===== src/rtl/bs_frame_ctrl.sv =====
// SPI frame controller: parses A5/opcode/20-byte payload/XOR frames, launches the
// pricing core, then streams the 32-bit result back MSB-first with sticky error flags.
module bs_frame_ctrl #(
    parameter int GAP_CYC  = 4096,
    parameter int CORE_TMO = 65536
) (
    input  logic         clk,
    input  logic         rst_n,
    input  logic         rx_valid,
    input  logic [7:0]   rx_byte,
    input  logic         cs_active,
    output logic         core_start,
    output logic [7:0]   core_opcode,
    output logic [159:0] core_params,
    input  logic         core_done,
    input  logic [31:0]  core_result,
    output logic [7:0]   tx_byte,
    output logic         tx_valid,
    input  logic         tx_ready,
    output logic         busy,
    output logic         err_proto,
    output logic         err_chk,
    output logic         err_tmo,
    input  logic         clr_err
);

    localparam int TMAX = (GAP_CYC > CORE_TMO) ? GAP_CYC : CORE_TMO;
    localparam int TW   = $clog2(TMAX) + 1;
    localparam logic [TW-1:0] GAP_LAST = TW'(GAP_CYC - 1);
    localparam logic [TW-1:0] TMO_LAST = TW'(CORE_TMO - 1);

    typedef enum logic [2:0] {
        S_IDLE, S_OPC, S_PAYLOAD, S_CHECK, S_LAUNCH, S_WAIT, S_RESP
    } state_t;

    state_t         state_q, state_d;
    logic [4:0]     cnt_q, cnt_d;
    logic [TW-1:0]  tmr_q, tmr_d;
    logic [7:0]     chk_q, chk_d;
    logic [7:0]     opc_q, opc_d;
    logic [159:0]   shadow_q, shadow_d;
    logic [31:0]    res_q, res_d;
    logic [159:0]   params_q, params_d;
    logic [7:0]     opcode_q, opcode_d;
    logic           start_q, start_d;
    logic [2:0]     err_q, err_d, set_err;   // [0] proto, [1] chk, [2] tmo

    always_comb begin
        state_d  = state_q;
        cnt_d    = cnt_q;
        tmr_d    = tmr_q;
        chk_d    = chk_q;
        opc_d    = opc_q;
        shadow_d = shadow_q;
        res_d    = res_q;
        params_d = params_q;
        opcode_d = opcode_q;
        start_d  = 1'b0;
        set_err  = 3'b000;

        case (state_q)
            S_IDLE: begin
                tmr_d = '0;
                if (rx_valid && rx_byte == 8'hA5) state_d = S_OPC;
            end
            S_OPC, S_PAYLOAD, S_CHECK: begin
                if (!cs_active) begin
                    state_d = S_IDLE;
                end else if (rx_valid) begin
                    tmr_d = '0;
                    if (state_q == S_OPC) begin
                        if (rx_byte == 8'h01 || rx_byte == 8'h02) begin
                            opc_d   = rx_byte;
                            chk_d   = rx_byte;
                            cnt_d   = '0;
                            state_d = S_PAYLOAD;
                        end else begin
                            set_err[0] = 1'b1;
                            state_d    = S_IDLE;
                        end
                    end else if (state_q == S_PAYLOAD) begin
                        // Shifting in from the bottom leaves byte i at [159-8i -: 8] after 20 bytes.
                        shadow_d = {shadow_q[151:0], rx_byte};
                        chk_d    = chk_q ^ rx_byte;
                        cnt_d    = cnt_q + 5'd1;
                        if (cnt_q == 5'd19) state_d = S_CHECK;
                    end else if (rx_byte == chk_q) begin
                        params_d = shadow_q;
                        opcode_d = opc_q;
                        state_d  = S_LAUNCH;
                    end else begin
                        set_err[1] = 1'b1;
                        state_d    = S_IDLE;
                    end
                end else if (tmr_q == GAP_LAST) begin
                    set_err[2] = 1'b1;
                    state_d    = S_IDLE;
                end else begin
                    tmr_d = tmr_q + 1'b1;
                end
            end
            S_LAUNCH: begin
                start_d = 1'b1;
                tmr_d   = '0;
                state_d = S_WAIT;
            end
            S_WAIT: begin
                if (core_done) begin
                    res_d   = core_result;
                    cnt_d   = '0;
                    state_d = S_RESP;
                end else if (tmr_q == TMO_LAST) begin
                    set_err[2] = 1'b1;
                    state_d    = S_IDLE;
                end else begin
                    tmr_d = tmr_q + 1'b1;
                end
            end
            S_RESP: begin
                if (tx_ready) begin
                    res_d = {res_q[23:0], 8'h00};
                    cnt_d = cnt_q + 5'd1;
                    if (cnt_q == 5'd3) state_d = S_IDLE;
                end
            end
            default: state_d = S_IDLE;
        endcase
    end

    // Set dominates a coincident clear.
    genvar gi;
    generate
        for (gi = 0; gi < 3; gi++) begin : g_err
            assign err_d[gi] = set_err[gi] | (err_q[gi] & ~clr_err);
        end
    endgenerate

    always_ff @(posedge clk or negedge rst_n) begin
        if (!rst_n) begin
            state_q  <= S_IDLE;
            cnt_q    <= '0;
            tmr_q    <= '0;
            chk_q    <= '0;
            opc_q    <= '0;
            shadow_q <= '0;
            res_q    <= '0;
            params_q <= '0;
            opcode_q <= '0;
            start_q  <= 1'b0;
            err_q    <= '0;
        end else begin
            state_q  <= state_d;
            cnt_q    <= cnt_d;
            tmr_q    <= tmr_d;
            chk_q    <= chk_d;
            opc_q    <= opc_d;
            shadow_q <= shadow_d;
            res_q    <= res_d;
            params_q <= params_d;
            opcode_q <= opcode_d;
            start_q  <= start_d;
            err_q    <= err_d;
        end
    end

    assign core_start  = start_q;
    assign core_opcode = opcode_q;
    assign core_params = params_q;
    assign tx_byte     = res_q[31:24];
    assign tx_valid    = (state_q == S_RESP);
    assign busy        = (state_q != S_IDLE);
    assign err_proto   = err_q[0];
    assign err_chk     = err_q[1];
    assign err_tmo     = err_q[2];

endmodule


===== config.mk =====
export PLATFORM = sky130hd
export DESIGN_NAME = bs_frame_ctrl
export DESIGN_NICKNAME = d
export VERILOG_FILES = /design/src/rtl/bs_frame_ctrl.sv
export SDC_FILE = /design/constraint.sdc
export NUM_CORES = 1
export LEC_CHECK = 0
export ABC_AREA = 1
export CORE_AREA = 5 5 189 191
export DETAILED_ROUTE_END_ITERATION = 8
export DIE_AREA = 0 0 194 196
export PLACE_DENSITY_LB_ADDON = 0.05
export SYNTH_ARGS = -nofsm -noshare
export SYNTH_HDL_FRONTEND = slang
export SYNTH_SLANG_ARGS = --single-unit

===== constraint.sdc =====
create_clock -name clk -period 2.2 [get_ports clk]
set_input_delay 0.44 -clock clk [delete_from_list [all_inputs] [get_ports clk]]
set_output_delay 0.44 -clock clk [all_outputs]
set_load 0.05 [all_outputs]

==> results summary, run 1 <==
The maximum buffer depth of the clock tree came out at 3. The standard cell core area is 33900 µm². For this design the static power due to leakage is around 11 nW. The final weighted congestion of routability-driven global placement came out at roughly 0.85. The count of distinct cell types in the synthesized netlist is 32. The global-route met2 utilization is between 30% and 40%. The first global-routing pass estimated around 65000 µm of wire. The via count came out at ~12k. The clock period minus worst slack came out at 2.16 ns. The cell depth of the worst setup path came out at 1. The proportion of layout cells with a drive suffix above 1 came out at 8.63%. The signal on the critical path passes through clkdlybuf4s50_1. Setup repair after global routing left no endpoint under its margin.

The initial antenna violation count came out at 0. The met3 track demand over resource came out at 3.93%. For this run, the number of Yosys warnings is 0. The width of the chip is ~190 µm. The number of endpoints failing setup at the final stage is 0. For this design the top-level I/O count stands at 229.

The routed wire length came out at a little under 40000 µm. For the final database, setup skew stands at between 0.015 and 0.02 ns. The setup check on the worst reg-to-reg path leaves a slack of 0.20 ns. The worst slack at placement came out at -0.131 ns. The residual overflow from global routing is 0. The first detailed-routing pass ran for 5 iterations. The clock-pin slew on the worst setup and hold paths came out at ~0.06 ns. The die covers between 30000 and 40000 µm². The number of slew-limit violations in the final report came out at 0. Sequential elements use 62.3% of the synthesized area. The number of global-route vias before repair came out at around 13k. Counting the fill cells in the layout gives 2859. The combined area of all synthesized cells came out at about 16000 µm². The DRC violation total after the first TritonRoute iteration is roughly 840. The initial core utilization is 47.9%. The power density over the cells is roughly 1100 nW/µm². The element type at the critical path start is a flop. The number of diodes added for antenna fixing is 0.

STA puts the critical path data arrival time at about 1.7 ns. Row generation in the floorplan step produced just under 70 rows. Averaged over all synthesized cells, the footprint is ~9.1 µm². The slowest stage of the critical path is the clkdlybuf4s50_1 cell. For this run, design rule violations remaining after detail routing come to 0. The final net count came out at around 2.1k. The largest fanout on the critical path came out at 2. The highest attainable clock frequency is 463 MHz. The tightest min-delay check is of the input port to asynchronous set/reset pin type.

The number of buffer cells added on primary ports came out at between 200 and 250. The largest net degree at the start of global routing came out at between 60 and 70. From synthesis to final layout, the design area changed by 29.5%. The clock reaches the later pin of the worst-skew pair after approximately 0.53 ns. The CTS tree is built. STA puts the critical path data required time at between 1.5 and 2 ns.

The number of nets with antenna violations after detailed routing came out at 0. After routing the design area is 21100 µm². The number of hold violations in the final report came out at 0. The routed length per placed instance is around 15 µm. On the worst path, the slowest cell contributes a delay of 0.82 ns.

After layout, the worst path uses 98.2% of the clock period. The worst setup path is of the flop to primary output kind. The per-cell via count in the routed design is just under 5. The tree is rooted in a clkbuf_16. In the synthesized netlist, the number of instances is about 1.8k. The H-tree depth is 2. The run finished with clean final reports. The total nets after synthesis is 1829. The routing usage on met1 is 28.5%. The dominant delay contributor by cell family on the critical path is buffers and inverters.

The worst path meets setup with around 0.040 ns of slack. The transition time of the tightest slew-check pin came out at 0.608 ns. The die span in y came out at roughly 200 µm.

The count of max-cap constraint violations came out at 0. Measured against its own limit, the worst slew margin works out to 59.6%. The most crowded layer after global routing is met2. In this run, synthesis produced a sequential element count of between 400 and 500. The half-perimeter wire length after detailed placement came out at between 20000 and 30000 µm.

The overall global routing resource usage came out at around a fifth. The number of clock buffers inserted by TritonCTS is between 40 and 50. The depth of the most critical reg-to-reg path came out at 13. The peak supply drop came out at a little under 900 µV. Together, buffers and inverters on the worst path number 1.

The worst setup path is captured at a primary output. The instance area at placement is around 20000 µm². The CTS sink count came out at ~400.
[synthesized netlist by cell type, drive strengths merged]
cell type / number / area share, %
a21oi: 3 / 0.092
a22o: 7 / 0.38
a31oi: 22 / 0.85
buf: 53 / 2.2
clkbuf: 43 / 0.99
clkinv: 2 / 0.046
dfrtp: 405 / 62
ha: 3 / 0.23
inv: 207 / 4.8
mux2i: 3 / 0.18
nand2: 517 / 12
nand3: 41 / 1.3
nand4: 14 / 0.54
nor2: 70 / 1.7
nor3: 11 / 0.34
o211ai: 1 / 0.046
o21ai: 360 / 11
o21bai: 1 / 0.046
o221ai: 1 / 0.054
or2: 1 / 0.038
xnor2: 4 / 0.22
xor2: 10 / 0.54
[power by group]
group / switching, mW / total [mW] / leakage [nW] / internal (mW)
logic: 4.08 / 6.23 / 5.08 / 2.15
clock network: 2.85 / 7.00 / 0.679 / 4.15
registers: 1.21 / 10.8 / 5.03 / 9.56
total: 8.14 / 24.0 / 10.8 / 15.9
[timing repair]
item,in CTS,in global routing
buffers inserted,0,3
setup endpoints to repair,49,58
endpoints found under the hold margin,39,0
hold buffers,1,0
pin swaps,0,3
gates cloned,0,1
gates resized for setup,39,49
[metrics by stage]
step	TNS, ns	cells	power, mW	util [%]	hold WS, ns
2_1_floorplan	0	1779	14.8	-	0.144
3_3_place_gp	-3.09	2449	17.0	57.5	0.392
3_5_place_dp	-9.86	2449	17.2	57.5	0.396
4_1_cts	0	2525	24.2	61.5	0.439
5_1_grt	0	2529	25.5	62.0	0.461
6_report	0	2529	24.0	62.0	0.441
[cell type report]
cell class / count / area (µm²) / share of cell area, %
flip-flops and latches: 405 / 10100 / 48.1
multi-input cells: 1069 / 4870 / 23.1
repair buffers: 316 / 3330 / 15.8
clock buffers: 64 / 1240 / 5.91
inverters: 209 / 792 / 3.76
well taps: 455 / 569 / 2.70
clock inverters: 11 / 124 / 0.588
[kinds of logic after synthesis]
| group | count (synthesis) | share of synthesized area, % |
|---|---|---|
| AO/OA/AOI/OAI | 395 | 12.5 |
| XOR/XNOR | 14 | 0.754 |
| adder cells (fa/ha/maj) | 3 | 0.231 |
| buffers and inverters | 305 | 8.06 |
| flip-flops | 405 | 62.3 |
| multiplexers | 3 | 0.185 |
| AND/OR/NAND/NOR | 654 | 15.9 |
[cells in the final DEF (no fill, tap or decap), types with 25 or more instances in the layout]
cell type	count
buf_12	25
buf_4	64
clkbuf_16	44
clkdlybuf4s50_1	153
dfrtp_1	404
dlygate4sd2_1	33
dlymetal6s2s_1	38
inv_1	200
nand2_1	513
nand3_1	39
nor2_1	64
o21ai_0	225
o21ai_1	135
[worst paths after layout]
check	from	end
max in group asynchronous	rst_n	state_q[2]$_DFFE_PN0P_
min reg2reg	shadow_q[70]$_DFFE_PN0P_	shadow_q[78]$_DFFE_PN0P_
min in group clk	shadow_q[70]$_DFFE_PN0P_	shadow_q[78]$_DFFE_PN0P_
max reg2reg	tmr_q[6]$_DFFE_PN0P_	state_q[2]$_DFFE_PN0P_
max	core_params[124]$_DFFE_PN0P_	core_params[124]
min	rst_n	shadow_q[86]$_DFFE_PN0P_
[state kept, by name (all words and copies together), names as in the netlist]
register	cells
core_params	160
shadow_q	160
res_q	32
tmr_q	17
chk_q	8
core_opcode	8
opc_q	8
cnt_q	5
err_q	3
state_q	3
core_start	1
[layer usage]
layer | part of all wire (%) | up-vias
met4 | 1.9 | 0
li1 | - | 6187
met2 | 47 | 273
met5 | 0 | -
met3 | 4.9 | 49
met1 | 46 | 5960
(Power assumes the default switching activity.)
==> run 2: changes to the inputs <==
Settings changed: CORE_AREA 5 5 189 191 to 2 2 186 188, DIE_AREA 0 0 194 196 to 0 0 188 190.
==> results summary, run 2 (synthesis results as in run 1) <==
The die span in y came out at 190 µm (-3.1%). The number of clock buffers inserted by TritonCTS came out at 42 (unchanged). The routed length per placed instance came to 14.9 µm (-3.7%). Walking the worst path, the cells encountered are clkdlybuf4s50_1. The I/O pin total came out at 229 (unchanged). The kind of end point of the critical path is a primary output. The number of nets with antenna violations after detailed routing is 0 (unchanged). The proportion of layout cells with a drive suffix above 1 is 9.20% (+0.57 points).

The maximum buffer depth of the clock tree came to 3 (unchanged). The initial antenna violation count came out at 1 (+1). The detailed-route DRC error count is 0 (unchanged). The die footprint is 35700 µm² (-6.1%). The number of global-route vias before repair is 12.1k (-3.5%). The switching portion of total power is 33.4% (-0.55 points). The number of slew-limit violations in the final report came out at 0 (unchanged). Leaving out fill and tap cells, the most frequent cell in the layout is nand2_1. The CTS sink count is 405 (unchanged). The width of the chip came out at 188 µm (-3.1%). The share of power burned in combinational logic is 25.3% (-0.7 points). The standard cell core area came out at 33900 µm² (unchanged).

The kind of critical path is flop to primary output. The clock-pin slew on the worst setup and hold paths came out at 0.06 ns (about the same). The cell depth of the worst setup path came out at 1 (unchanged).

The final cycle utilization of the critical path came out at 97.8% (-0.38 points). The number of endpoints failing setup at the final stage is 0 (unchanged). The half-perimeter wire length after detailed placement is 25600 µm (-6.1%). The net switching power came out at 8.14 mW (about the same). The H-tree depth is 2 (unchanged).

The sequential group share of total power is 44.3% (-0.6 points). The transition time of the tightest slew-check pin came out at 0.611 ns (+0.00250 ns). The routed wire length came to 37700 µm (-3.5%). The per-cell via count in the routed design was 4.89 (-0.86%). The residual overflow from global routing is 0 (unchanged). Setup repair after global routing could not meet its margin everywhere. The worst clock skew on the final layout is 0.0142 ns (-0.00452 ns). The number of buffer cells added on primary ports is 228 (unchanged). The number of fill cells was 2907 (+1.7%). The internal power component is 16.2 mW (+2.4%). The largest net degree at the start of global routing was 187 (+170%). The endpoint of the lowest-slack register-to-register path is tmr_q[10]$_DFFE_PN0P_. The delay contributed by the slowest stage of the critical path is 0.82 ns (about the same). The type of the tightest min-delay check is input port to asynchronous set/reset pin. The DRC violation total after the first TritonRoute iteration was 870 (+3.7%).

The setup slack on the worst flop-to-flop path was 0.16 ns (-0.04 ns). The power density over the cells is 1150 nW/µm² (+1.3%). The worst-case hold slack came out at 0.447 ns (+0.00631 ns).

The number of optimization iterations in the first detailed-route pass was 7 (+2). The flow ran to the end, and the final reports show no timing, DRC or antenna violations. The startpoint identified for the worst register-to-register timing path is tmr_q[1]$_DFFE_PN0P_. The largest fanout on the critical path was 2 (unchanged). The number of buffers and inverters on the critical path came out at 1 (unchanged). The worst setup path is launched from a flop. The count of max-cap constraint violations came to 0 (unchanged).

The slowest stage of the critical path is the clkdlybuf4s50_1 cell. The depth of the most critical reg-to-reg path was 14 (+1). The final net count came out at 2093 (unchanged). The top cell types in the final layout, fill and taps aside, are nand2_1 (511), dfrtp_1 (404), o21ai_0 (223). The final standard cell utilization of the core came to 62.2% (+0.19 points).

The dominant delay contributor by cell family on the critical path is buffers and inverters. The data required time at the worst endpoint was 1.76 ns (about the same). The tree is rooted in a clkbuf_16. The clock period minus worst slack was 2.15 ns (-0.00827 ns). The final weighted congestion of routability-driven global placement came out at 0.816 (-3.6%). The row count is 68 (unchanged).

The share of power burned in the clock network came out at 30.4% (+1.2 points). The normalized max-slew margin came to 59.5% (-0.17 points). The layout overhead on the synthesized area is 29.9%. The leakage power is 10.6 nW (-2.0%). The signal arrival time at the worst endpoint is 1.71 ns (about the same).

The clock network latency to the later pin of the worst-skew pair is 0.53 ns (about the same). The highest attainable clock frequency is 465 MHz (+0.38%). The peak supply drop is 685 µV (-21%). The overall global routing resource usage was 21.2% (+0.76 points). TritonCTS built the clock tree. The via count came out at 12.4k (-0.71%). The initial core utilization is 47.9% (unchanged). The number of hold violations in the final report was 0 (unchanged). The global-route wire length before repair came out at 62000 µm (-4.4%).
## run 2: changes by cell type in the layout (fill, tap and decap cells not counted), sizes merged
cell / before / now
bufinv: 2 / 4
dlymetal6s2s: 38 / 25
clkbuf: 65 / 66
dlygate4sd2: 33 / 29
diode: 0 / 1
clkdlybuf4s50: 153 / 170
## run 2: power by group through the flow
stage | Sequential [mW] | Combinational (mW) | Clock, mW
6_report | 10.8 | 6.17 | 7.42
3_5_place_dp | 10.9 | 6.17 | 0
4_1_cts | 10.8 | 6.18 | 7.59
2_1_floorplan | 11.5 | 3.26 | 0
5_1_grt | 11.0 | 6.91 | 7.95
3_3_place_gp | 10.9 | 6.06 | 0
## run 2: what timing repair did
item / 4_1_cts / 5_1_grt
endpoints found under the hold margin: 44 / 0
resized for setup: 34 / 43
setup endpoints to repair: 34 / 123
hold buffers: 1 / 0
cloned: 0 / 1
buffers inserted: 0 / 4
pin swaps: 0 / 6
## run 2: final cells by class
| class | count | area [µm²] | area share (%) |
|---|---|---|---|
| flip-flops and latches | 405 | 10100 | 48.0 |
| multi-input cells | 1069 | 4890 | 23.1 |
| repair buffers | 316 | 3260 | 15.4 |
| clock buffers | 65 | 1300 | 6.15 |
| inverters | 209 | 787 | 3.73 |
| well taps | 455 | 569 | 2.69 |
| clock inverters | 13 | 184 | 0.871 |
| diodes | 1 | 2.50 | 0.0118 |
## run 2: per-layer routing
layer | wire length (µm) | track usage, % | up-vias
li1 | - | - | 6199
met1 | 17900 | 31.0 | 5875
met2 | 17600 | 33.6 | 262
met3 | 1550 | 3.08 | 45
met4 | 631 | 5.00 | 0
met5 | 0 | 0 | -
## run 2: metrics by stage
stage               power [mW]  setup slack [ns]   TNS, ns  instances  instance area, µm²
floorplan                 14.8             0.105         0       1779               16300
global placement          16.9            -0.154    -12.67       2448               19500
detailed placement        17.1            -0.239    -17.14       2448               19500
CTS                       24.6           0.00133         0       2527               20900
global route              25.9          -0.00287  -0.00487       2532               21100
finish                    24.4            0.0486         0       2533               21100
## run 2: worst max-delay path by stage
| stage | from | to | slack, ns |
|---|---|---|---|
| after detailed placement | rx_byte[4] | core_params[24]$_DFFE_PN0P_ | -0.24 |
| after global placement | rx_byte[0] | core_params[16]$_DFFE_PN0P_ | -0.15 |
| final | core_params[85]$_DFFE_PN0P_ | core_params[85] | 0.05 |
| after global routing | tmr_q[1]$_DFFE_PN0P_ | tmr_q[10]$_DFFE_PN0P_ | -0.003 |
| after CTS | core_params[7]$_DFFE_PN0P_ | core_params[7] | 0.001 |
| after floorplan | tmr_q[0]$_DFFE_PN0P_ | tmr_q[7]$_DFFE_PN0P_ | 0.11 |
